==> config.mk <==
export PLATFORM = sky130hd
export DESIGN_NAME = mem_port_arbiter
export DESIGN_NICKNAME = d
export VERILOG_FILES = /design/src/rtl/mem_port_arbiter.sv
export SDC_FILE = /design/constraint.sdc
export NUM_CORES = 1
export LEC_CHECK = 0
export ABC_AREA = 1
export CORE_MARGIN = 8
export CORE_UTILIZATION = 32
export CTS_CLUSTER_SIZE = 10
export DETAILED_ROUTE_END_ITERATION = 7
export HOLD_SLACK_MARGIN = 0.12
export PLACE_DENSITY_LB_ADDON = 0.25
export SETUP_SLACK_MARGIN = 0.5
export SYNTH_ARGS = -nofsm -noshare
export SYNTH_HDL_FRONTEND = slang
export SYNTH_SLANG_ARGS = --single-unit
==> constraint.sdc <==
create_clock -name clk -period 1.7 [get_ports clk]
set_clock_uncertainty 0.15 [all_clocks]
set_input_delay 0.34 -clock clk [delete_from_list [all_inputs] [get_ports clk]]
set_output_delay 0.34 -clock clk [all_outputs]
set_load 0.02 [all_outputs]
==> src/rtl/mem_port_arbiter.sv <==
// -----------------------------------------------------------------------------
// mem_port_arbiter
// Shares one single-port RAM between the instruction-fetch requester (IF) and
// the load/store requester (DM). DM has fixed priority, but a starvation
// counter forces an IF grant after STARVE_MAX consecutive DM grants while IF
// is waiting. Reads hold the port for LAT cycles; the read data is handed back
// to whichever requester owned the read, with a one-cycle valid pulse.
//
// Ports
//   clk, rst_n                 clock (rising edge), asynchronous active-low reset
//   i_if_req, i_if_addr        fetch read request / address (held until o_if_gnt)
//   o_if_gnt                   fetch request accepted this cycle
//   o_if_rvalid, o_if_rdata    fetch read data valid pulse / data
//   i_dm_req, i_dm_we          data request / 1 = write (held until o_dm_gnt)
//   i_dm_addr, i_dm_wdata      data address / write data
//   o_dm_gnt                   data request accepted this cycle
//   o_dm_rvalid, o_dm_rdata    data read valid pulse / data (reads only)
//   o_mem_we, o_mem_addr,
//   o_mem_wdata, i_mem_rdata   RAM port
//   o_busy                     read outstanding, no grant possible this cycle
// -----------------------------------------------------------------------------
module mem_port_arbiter #(
    parameter int AW         = 32,
    parameter int DW         = 32,
    parameter int LAT        = 2,
    parameter int STARVE_MAX = 4
) (
    input  logic          clk,
    input  logic          rst_n,
    input  logic          i_if_req,
    input  logic [AW-1:0] i_if_addr,
    output logic          o_if_gnt,
    output logic          o_if_rvalid,
    output logic [DW-1:0] o_if_rdata,
    input  logic          i_dm_req,
    input  logic          i_dm_we,
    input  logic [AW-1:0] i_dm_addr,
    input  logic [DW-1:0] i_dm_wdata,
    output logic          o_dm_gnt,
    output logic          o_dm_rvalid,
    output logic [DW-1:0] o_dm_rdata,
    output logic          o_mem_we,
    output logic [AW-1:0] o_mem_addr,
    output logic [DW-1:0] o_mem_wdata,
    input  logic [DW-1:0] i_mem_rdata,
    output logic          o_busy
);

    typedef enum logic {ST_IDLE, ST_WAIT} state_t;

    localparam logic [2:0] CNT_INIT   = 3'(LAT - 1);
    localparam logic [3:0] STARVE_LIM = 4'(STARVE_MAX);

    state_t        r_state;
    state_t        w_state_next;
    logic [2:0]    r_count;
    logic [2:0]    w_count_next;
    logic          r_owner_dm;
    logic          w_owner_next;
    logic [3:0]    r_starve;
    logic [3:0]    w_starve_next;
    logic [DW-1:0] r_if_rdata;
    logic [DW-1:0] r_dm_rdata;

    logic w_final;
    logic w_arb_ok;
    logic w_dm_win;
    logic w_if_win;
    logic w_if_rvalid;
    logic w_dm_rvalid;

    // Arbitration and next-state logic
    always_comb begin
        // The last WAIT cycle returns data and may also start the next access.
        w_final     = (r_state == ST_WAIT) && (r_count == 3'd0);
        // rst_n is included so no grant is ever presented while held in reset.
        w_arb_ok    = rst_n && ((r_state == ST_IDLE) || w_final);
        w_if_rvalid = w_final && !r_owner_dm;
        w_dm_rvalid = w_final && r_owner_dm;

        // DM loses only when IF is waiting and the starvation limit is reached.
        w_dm_win = w_arb_ok && i_dm_req && ((r_starve < STARVE_LIM) || !i_if_req);
        w_if_win = w_arb_ok && i_if_req && !w_dm_win;

        w_state_next = r_state;
        w_count_next = r_count;
        w_owner_next = r_owner_dm;

        if (r_state == ST_WAIT) begin
            if (r_count != 3'd0) begin
                w_count_next = r_count - 3'd1;
            end else begin
                w_state_next = ST_IDLE;
            end
        end

        // Writes finish in the grant cycle; only reads occupy the port.
        if (w_dm_win && !i_dm_we) begin
            w_state_next = ST_WAIT;
            w_count_next = CNT_INIT;
            w_owner_next = 1'b1;
        end else if (w_if_win) begin
            w_state_next = ST_WAIT;
            w_count_next = CNT_INIT;
            w_owner_next = 1'b0;
        end

        w_starve_next = r_starve;
        if (!i_if_req || w_if_win) begin
            w_starve_next = 4'd0;
        end else if (w_dm_win && (r_starve < STARVE_LIM)) begin
            w_starve_next = r_starve + 4'd1;
        end
    end

    always_ff @(posedge clk or negedge rst_n) begin
        if (!rst_n) begin
            r_state    <= ST_IDLE;
            r_count    <= 3'd0;
            r_owner_dm <= 1'b0;
            r_starve   <= 4'd0;
            r_if_rdata <= '0;
            r_dm_rdata <= '0;
        end else begin
            r_state    <= w_state_next;
            r_count    <= w_count_next;
            r_owner_dm <= w_owner_next;
            r_starve   <= w_starve_next;
            if (w_if_rvalid) begin
                r_if_rdata <= i_mem_rdata;
            end
            if (w_dm_rvalid) begin
                r_dm_rdata <= i_mem_rdata;
            end
        end
    end

    assign o_if_gnt    = w_if_win;
    assign o_dm_gnt    = w_dm_win;
    assign o_if_rvalid = w_if_rvalid;
    assign o_dm_rvalid = w_dm_rvalid;
    // Data is forwarded straight from the RAM in the valid cycle and held after.
    assign o_if_rdata  = w_if_rvalid ? i_mem_rdata : r_if_rdata;
    assign o_dm_rdata  = w_dm_rvalid ? i_mem_rdata : r_dm_rdata;
    assign o_mem_we    = w_dm_win && i_dm_we;
    assign o_mem_addr  = w_dm_win ? i_dm_addr : (w_if_win ? i_if_addr : '0);
    assign o_mem_wdata = w_dm_win ? i_dm_wdata : '0;
    assign o_busy      = (r_state == ST_WAIT) && (r_count != 3'd0);

endmodule

==> summary.md, run 1 <==
| Metric | Value |
|---|---|
| Outcome | `finished, violations left` |
| Failing checks | `setup timing` |
| CTS clock-pin slew for the worst setup and hold paths | `0.06 ns` |
| WP data required | `1.21 ns` |
| Worst hold path class | `input port to async pin` |
| Seq pwr share | `roughly a fifth` |
| Most frequent cells after synthesis | `nand2_1, inv_1, dfrtp_1` |
| RSZ-0062 raised after global routing | `yes` |
| VDD IR max | `0.00164 V` |
| Post-synthesis instance area | `between 3000 and 4000 µm²` |
| Minimum clock period after layout | `about 2.6 ns` |
| Worst slew pin tran | `approximately 0.89 ns` |
| Placed Cells incl. Taps | `a little under 900` |
| First-pass GRT wire length | `32.1 mm` |
| CTS Buffer Depth | `2` |
| Die width | `approximately 120 µm` |
| Tot GR Track Use | `26.5%` |
| DR WL/cell | `approximately 23 µm` |
| Worst Setup Start Kind | `flop` |
| Insertion delay to the later sink of the worst-skew pair | `approximately 0.34 ns` |
| Post-route ant nets | `0` |
| First-pass DRT Iterations | `5` |
| Port Buffers | `266` |
| Pwr dens | `around 1700 nW/µm²` |
| Crit path top cell by count | `buf_6` |
| Root buf cell | `clkbuf_16` |
| Yosys top cell area share | `about 48%` |
| I/O Pins | `approximately 270` |
| Switching Share | `between 40% and 50%` |
| Synth-to-Final Area Change | `172%` |
| Fin area | `around 10000 µm²` |
| Clock sinks | `between 70 and 80` |
| Clock share of power | `a little over an eighth` |
| Vias | `about 4800` |
| Syn nets | `a little over 600` |
| # nets final | `about 980` |
| Inserted Clock Buffers | `9` |
| Initial antenna violation count | `0` |
| Syn. warnings | `0` |
| Post-synth EDFFs | `0` |
| Number of setup violations in the final report | `between 150 and 200` |
| Ranking of synthesized cells by area | `dfrtp_1, nand2_1, inv_1` |
| Worst Path Arrival | `2.08 ns` |
| H-tree depth | `3` |
| Hpwl dp | `between 10 and 15 mm` |
| Total gr overflow | `0` |
| Post-placement cell area | `about 7500 µm²` |
| Initial cell density of the core | `about a third` |
| Setup crit start | `r_count[1]` |
| CP Capture Type | `output pin` |
| DIE HEIGHT | `between 100 and 150 µm` |
| Static Leakage | `4.82 nW` |
| Max incr delay on CP | `0.39 ns` |
| Max Cap Violations | `0` |
| Setup ws final | `-0.870 ns` |
| Cell count after synthesis | `approximately 470` |
| Setup Crit Path Kind | `flop to output pin` |
| Post-synth top flop | `dfrtp_1` |
| Pint | `roughly 0.010 W` |
| DR DRC count | `0` |
| Register area share after synthesis | `roughly half` |
| Crit path max-delay family | `buffers and inverters` |
| Slowest CP cell | `dfrtp_1` |
| Netlist cell types | `24` |
| Synth area leader | `dfrtp_1` |
| Worst-path cell chain | `inv_2, ha_4, nand2_8, buf_6, a21oi_4, nand3_2, clkinv_4, buf_12, buf_4, nand2_1, nand2_2, buf_6` |
| Drt total wl | `roughly 23 mm` |
| CTS tree | `yes` |
| Crit-path max FO | `5` |
| Number of DRC markers in iteration 0 | `roughly 280` |
| Largest net degree at the start of global routing | `70` |
| Proportion of layout cells with a drive suffix above 1 | `a little over 60%` |
| Hold Vio Cnt, Final | `0` |
| FFs w/ async S/R, synth | `100%` |
| Gate power share | `between 60% and 70%` |
| Peak Freq | `389 MHz` |
| Core Rows | `39` |
| ANT cells | `0` |
| Full die area | `~16000 µm²` |
| Vias in the first global route | `around 5400` |
| Reg2Reg Launch Point | `r_count[1]` |
| RePlAce Congestion | `between 0.8 and 0.9` |
| Max_slew headroom | `about two fifths` |
| WP buf/inv | `6` |
| Net Switching | `~0.0072 W` |
| Most common cell in the netlist | `nand2_1` |
| Via density per instance | `4.85` |
| Fin. max-slew vios | `0` |
| Yosys reg bits | `between 70 and 80` |
| Mean Syn Cell Area | `about 8.0 µm²` |
| Core ar. | `approximately 11000 µm²` |
| Tcrit/Tclk final | `151%` |
| Final Non-Filler Cells | `about 1000` |
[power by group through the flow]
stage	sequential [W]	combinational, W	clock (W)
6_report	0.00331	0.0116	0.00228
5_1_grt	0.00337	0.0121	0.00239
4_1_cts	0.00322	0.0106	0.00226
3_5_place_dp	0.00288	0.00801	0
3_3_place_gp	0.00285	0.00789	0
2_1_floorplan	0.00283	0.00460	0
[logic make-up after synthesis]
| group | Yosys count | synth area share [%] |
|---|---|---|
| AOI/OAI and AO/OA | 69 | 12.3 |
| and+or+nand+nor | 222 | 25.0 |
| buffers and inverters | 102 | 13.0 |
| xor gates and xnor gates | 2 | 0.463 |
| adders and majority gates | 3 | 0.992 |
| DFF | 73 | 48.2 |
[sequential cells by signal, summed over array words and instances (netlist names)]
signal	flops
r_dm_rdata	32
r_if_rdata	32
r_starve	4
r_count	3
r_owner_dm	1
r_state	1
[stage by stage]
| stage | utilization, % | worst slack [ns] | TNS [ns] | hold WS, ns | total power (W) |
|---|---|---|---|---|---|
| 5_1_grt | 89.7 | -0.940 | -116.78 | 0.156 | 0.0178 |
| 4_1_cts | 85.3 | -0.788 | -88.27 | 0.116 | 0.0161 |
| 3_5_place_dp | 65.8 | -1.12 | -118.70 | 0.110 | 0.0109 |
| 6_report | 89.7 | -0.870 | -102.13 | 0.0896 | 0.0172 |
| 3_3_place_gp | 65.8 | -1.12 | -117.15 | 0.108 | 0.0107 |
| 2_1_floorplan | - | -0.293 | -31.00 | -0.106 | 0.00743 |
[worst paths after layout]
check                                      end  slack, ns  cells after the start
worst min-delay path                r_owner_dm       0.09                      2
max in group asynchronous       r_dm_rdata[24]       0.73                      2
worst max register to register      r_owner_dm      -0.17                     11
worst min register to register   r_dm_rdata[2]       0.37                      2
worst max-delay path            o_mem_addr[23]      -0.87                     12
min in group clk                 r_dm_rdata[2]       0.37                      2
[worst reg2reg max path, delay by kind of cell, from the launching register on]
kind | cells | cell delay, ns
compound gates | 2 | 0.18
fa+ha+maj | 1 | 0.16
buf+inv | 6 | 0.67
flops | 1 | 0.39
simple gates | 2 | 0.19
[cell usage in the layout (no fill, tap or decap), types with 2 or more instances in the layout]
| cell type | synthesis | final |
|---|---|---|
| nand2_2 | 0 | 52 |
| nand3_1 | 4 | 2 |
| nand2_8 | 0 | 2 |
| buf_6 | 12 | 167 |
| dfrtp_1 | 73 | 73 |
| buf_16 | 0 | 20 |
| buf_12 | 0 | 19 |
| buf_4 | 2 | 41 |
| xor2_1 | 2 | 2 |
| clkdlybuf4s50_1 | 0 | 131 |
| inv_4 | 1 | 3 |
| inv_1 | 75 | 69 |
| o21ai_4 | 0 | 64 |
| clkbuf_16 | 0 | 12 |
| ha_1 | 3 | 2 |
| inv_6 | 0 | 2 |
| nor2_4 | 0 | 34 |
| nor2_1 | 15 | 2 |
| inv_2 | 4 | 6 |
| a21oi_4 | 0 | 2 |
| nand2_4 | 3 | 70 |
| nand2_1 | 175 | 54 |
| bufinv_16 | 0 | 3 |
| buf_8 | 0 | 6 |
[metal layers]
metal  track usage, %  wire (µm)  vias to the layer above
li1                 -          -                     2165
met1             26.9       8110                     2380
met2             48.3      12300                      235
met3             7.96       1680                       51
met4             12.6        885                        0
met5                0          0                        -
[area by class of cell]
cell class              instances  area [µm²]
multi-input cells             296        3000
clock buffers                  10         239
inverters                      80         320
flip-flops and latches         73        1830
clock inverters                 6         113
repair buffers                388        4610
well taps                     143         179
fillers                       419        1180
[timing repair]
| action | 4_1_cts | 5_1_grt |
|---|---|---|
| pin swaps | 10 | 15 |
| buffers inserted | 50 | 15 |
| endpoints found under the setup margin | 207 | 207 |
| gates cloned | 18 | 3 |
| endpoints found under the hold margin | 19 | 0 |
| resized for setup | 947 | 87 |
| hold buffers | 1 | 0 |
No activity file was read; power rests on OpenSTA's default activity.
==> inputs of run 2 (changes only) <==
--- a/config.mk
+++ b/config.mk
@@ -13,6 +13,7 @@
 export HOLD_SLACK_MARGIN = 0.12
 export PLACE_DENSITY_LB_ADDON = 0.25
 export SETUP_SLACK_MARGIN = 0.5
+export SKIP_LAST_GASP = 1
 export SYNTH_ARGS = -nofsm -noshare
 export SYNTH_HDL_FRONTEND = slang
 export SYNTH_SLANG_ARGS = --single-unit
==> summary.md, run 2 (synthesis results as in run 1) <==
| Metric | Value |
|---|---|
| Outcome | `finished, violations left (unchanged)` |
| Failing checks | `setup timing (unchanged)` |
| Crit-path max FO | `5 (unchanged)` |
| Post-route ant nets | `0 (unchanged)` |
| Slowest CP cell | `dfrtp_1 (unchanged)` |
| Worst Path Arrival | `2.11 ns (was 2.08 ns)` |
| Largest net degree at the start of global routing | `70 (unchanged)` |
| I/O Pins | `267 (unchanged)` |
| ANT cells | `0 (unchanged)` |
| CTS clock-pin slew for the worst setup and hold paths | `0.06 ns (about the same)` |
| Multi-input logic area | `3080 µm² (was 3000 µm²)` |
| First-pass DRT Iterations | `4 (was 5)` |
| Proportion of layout cells with a drive suffix above 1 | `61.5% (was 60.4%)` |
| Total gr overflow | `0 (unchanged)` |
| Initial cell density of the core | `33.0% (unchanged)` |
| Fin util | `91.1% (was 89.7%)` |
| Inserted Clock Buffers | `9 (unchanged)` |
| Max incr delay on CP | `0.41 ns (was 0.39 ns)` |
| Fin area | `10500 µm² (was 10300 µm²)` |
| Overall Power | `0.0176 W (was 0.0172 W)` |
| Vias | `5033 (was 4831)` |
| Most frequent cells in the layout | `buf_6, clkdlybuf4s50_1, nand2_4 (was buf_6, clkdlybuf4s50_1, dfrtp_1)` |
| Static Leakage | `4.94 nW (was 4.82 nW)` |
| Insertion delay to the later sink of the worst-skew pair | `0.34 ns (about the same)` |
| DR WL/cell | `25.5 µm (was 23.1 µm)` |
| Die width | `125 µm (unchanged)` |
| Core ar. | `11500 µm² (unchanged)` |
| RePlAce Congestion | `0.886 (unchanged)` |
| Core Rows | `39 (unchanged)` |
| WP buf/inv | `5 (was 6)` |
| H-tree depth | `3 (unchanged)` |
| Pwr dens | `1680 nW/µm² (was 1670 nW/µm²)` |
| Post-placement cell area | `7540 µm² (unchanged)` |
| Full die area | `15600 µm² (unchanged)` |
| Register Area | `1830 µm² (unchanged)` |
| Worst-path cell chain | `inv_2, ha_4, nand2_8, buf_6, a21oi_4, nand3_2, clkinv_4, buf_12, nand2_1, nand2_2, buf_2 (was inv_2, ha_4, nand2_8, buf_6, a21oi_4, nand3_2, clkinv_4, buf_12, buf_4, nand2_1, nand2_2, buf_6)` |
| CP Capture Type | `output pin (unchanged)` |
| Setup Crit Path Kind | `flop to output pin (unchanged)` |
| Max Cap Violations | `0 (unchanged)` |
| First-pass GRT wire length | `31.2 mm (was 32.1 mm)` |
| Setup ws final | `-0.903 ns (was -0.870 ns)` |
| Synth-to-Final Area Change | `176% (was 172%)` |
| Minimum clock period after layout | `2.60 ns (was 2.57 ns)` |
| Initial antenna violation count | `0 (unchanged)` |
| WP data required | `1.21 ns (about the same)` |
| Worst hold path class | `input port to async pin (unchanged)` |
| Crit path max-delay family | `buffers and inverters (unchanged)` |
| WHS | `0.0837 ns (was 0.0896 ns)` |
| VDD IR max | `0.00167 V (was 0.00164 V)` |
| CTS tree | `yes (unchanged)` |
| Worst Setup Start Kind | `flop (unchanged)` |
| Worst slew pin tran | `0.895 ns (was 0.894 ns)` |
| Root buf cell | `clkbuf_16 (unchanged)` |
| Hold Vio Cnt, Final | `0 (unchanged)` |
| Peak Freq | `384 MHz (was 389 MHz)` |
| Tot GR Track Use | `25.8% (was 26.5%)` |
| Number of setup violations in the final report | `195 (was 182)` |
| Hpwl dp | `12.5 mm (unchanged)` |
| Port Buffers | `266 (unchanged)` |
| Fin. max-slew vios | `0 (unchanged)` |
| Max_slew headroom | `40.3% (was 40.4%)` |
| Clock sinks | `73 (unchanged)` |
| Drt total wl | `25.6 mm (was 23.0 mm)` |
| CTS Buffer Depth | `2 (unchanged)` |
| Tcrit/Tclk final | `153% (was 151%)` |
| DIE HEIGHT | `125 µm (unchanged)` |
| Biggest regs | `r_dm_rdata: 32 flops, r_if_rdata: 32 flops, r_starve: 4 flops (unchanged)` |
| # nets final | `990 (was 984)` |
| RSZ-0062 raised after global routing | `yes (unchanged)` |
| Via density per instance | `5.02 (was 4.85)` |
| Fillers | `426 (was 419)` |
| DR DRC count | `0 (unchanged)` |
| Number of DRC markers in iteration 0 | `319 (was 277)` |
| Vias in the first global route | `5301 (was 5358)` |
| Most common cell after layout, fill and taps aside | `buf_6 (unchanged)` |
-- run 2: cell types whose count changed in the layout (fill, tap and decap cells not counted), sizes merged --
cell | before | now
buf | 253 | 259
-- run 2: area by class of cell --
class / instances / share of cell area, %
Clock buffer: 10 / 2.29
Tap cell: 143 / 1.71
Multi-Input combinational cell: 296 / 29.5
Inverter: 80 / 3.15
Clock inverter: 6 / 1.08
Timing Repair Buffer: 394 / 44.8
Sequential cell: 73 / 17.5
-- run 2: layer usage --
metal	share of wire [%]	vias up	GRT usage (%)
li1	-	2177	-
met1	33	2470	25.7
met2	54	293	47.4
met3	6.6	93	7.49
met4	6.1	0	13.5
met5	0	-	0
-- run 2: final timing paths --
| path | cells past startpoint | from | endpoint | slack, ns |
|---|---|---|---|---|
| max in group asynchronous | 2 | rst_n | r_if_rdata[22] | 0.73 |
| worst min-delay path | 2 | rst_n | r_dm_rdata[1] | 0.08 |
| worst max-delay path | 11 | r_count[0] | o_mem_addr[24] | -0.90 |
| min in group clk | 2 | r_if_rdata[3] | r_if_rdata[3] | 0.36 |
| worst min register to register | 2 | r_if_rdata[3] | r_if_rdata[3] | 0.36 |
| worst max register to register | 14 | r_count[0] | r_starve[2] | -0.33 |
-- run 2: through the flow --
stage / setup WS, ns / cells / setup TNS [ns]
6_report: -0.903 / 1002 / -106.07
5_1_grt: -0.942 / 1002 / -112.92
4_1_cts: -0.799 / 978 / -89.31
3_5_place_dp: -1.12 / 893 / -118.70
3_3_place_gp: -1.12 / 893 / -117.15
2_1_floorplan: -0.293 / 471 / -31.00
-- run 2: what timing repair did --
action                                 4_1_cts  5_1_grt
setup endpoints to repair                  207      207
setup buffers                               50       21
pin swaps                                   10       31
resized for setup                          893      159
hold buffers                                 1        0
endpoints found under the hold margin       19        0
cloned                                      18        3
-- run 2: power by group --
group	internal, W	leakage, nW	switching [W]	total [W]
registers	0.00259	0.886	0.000795	0.00339
logic	0.00600	3.88	0.00591	0.0119
clock network	0.00148	0.173	0.000798	0.00228
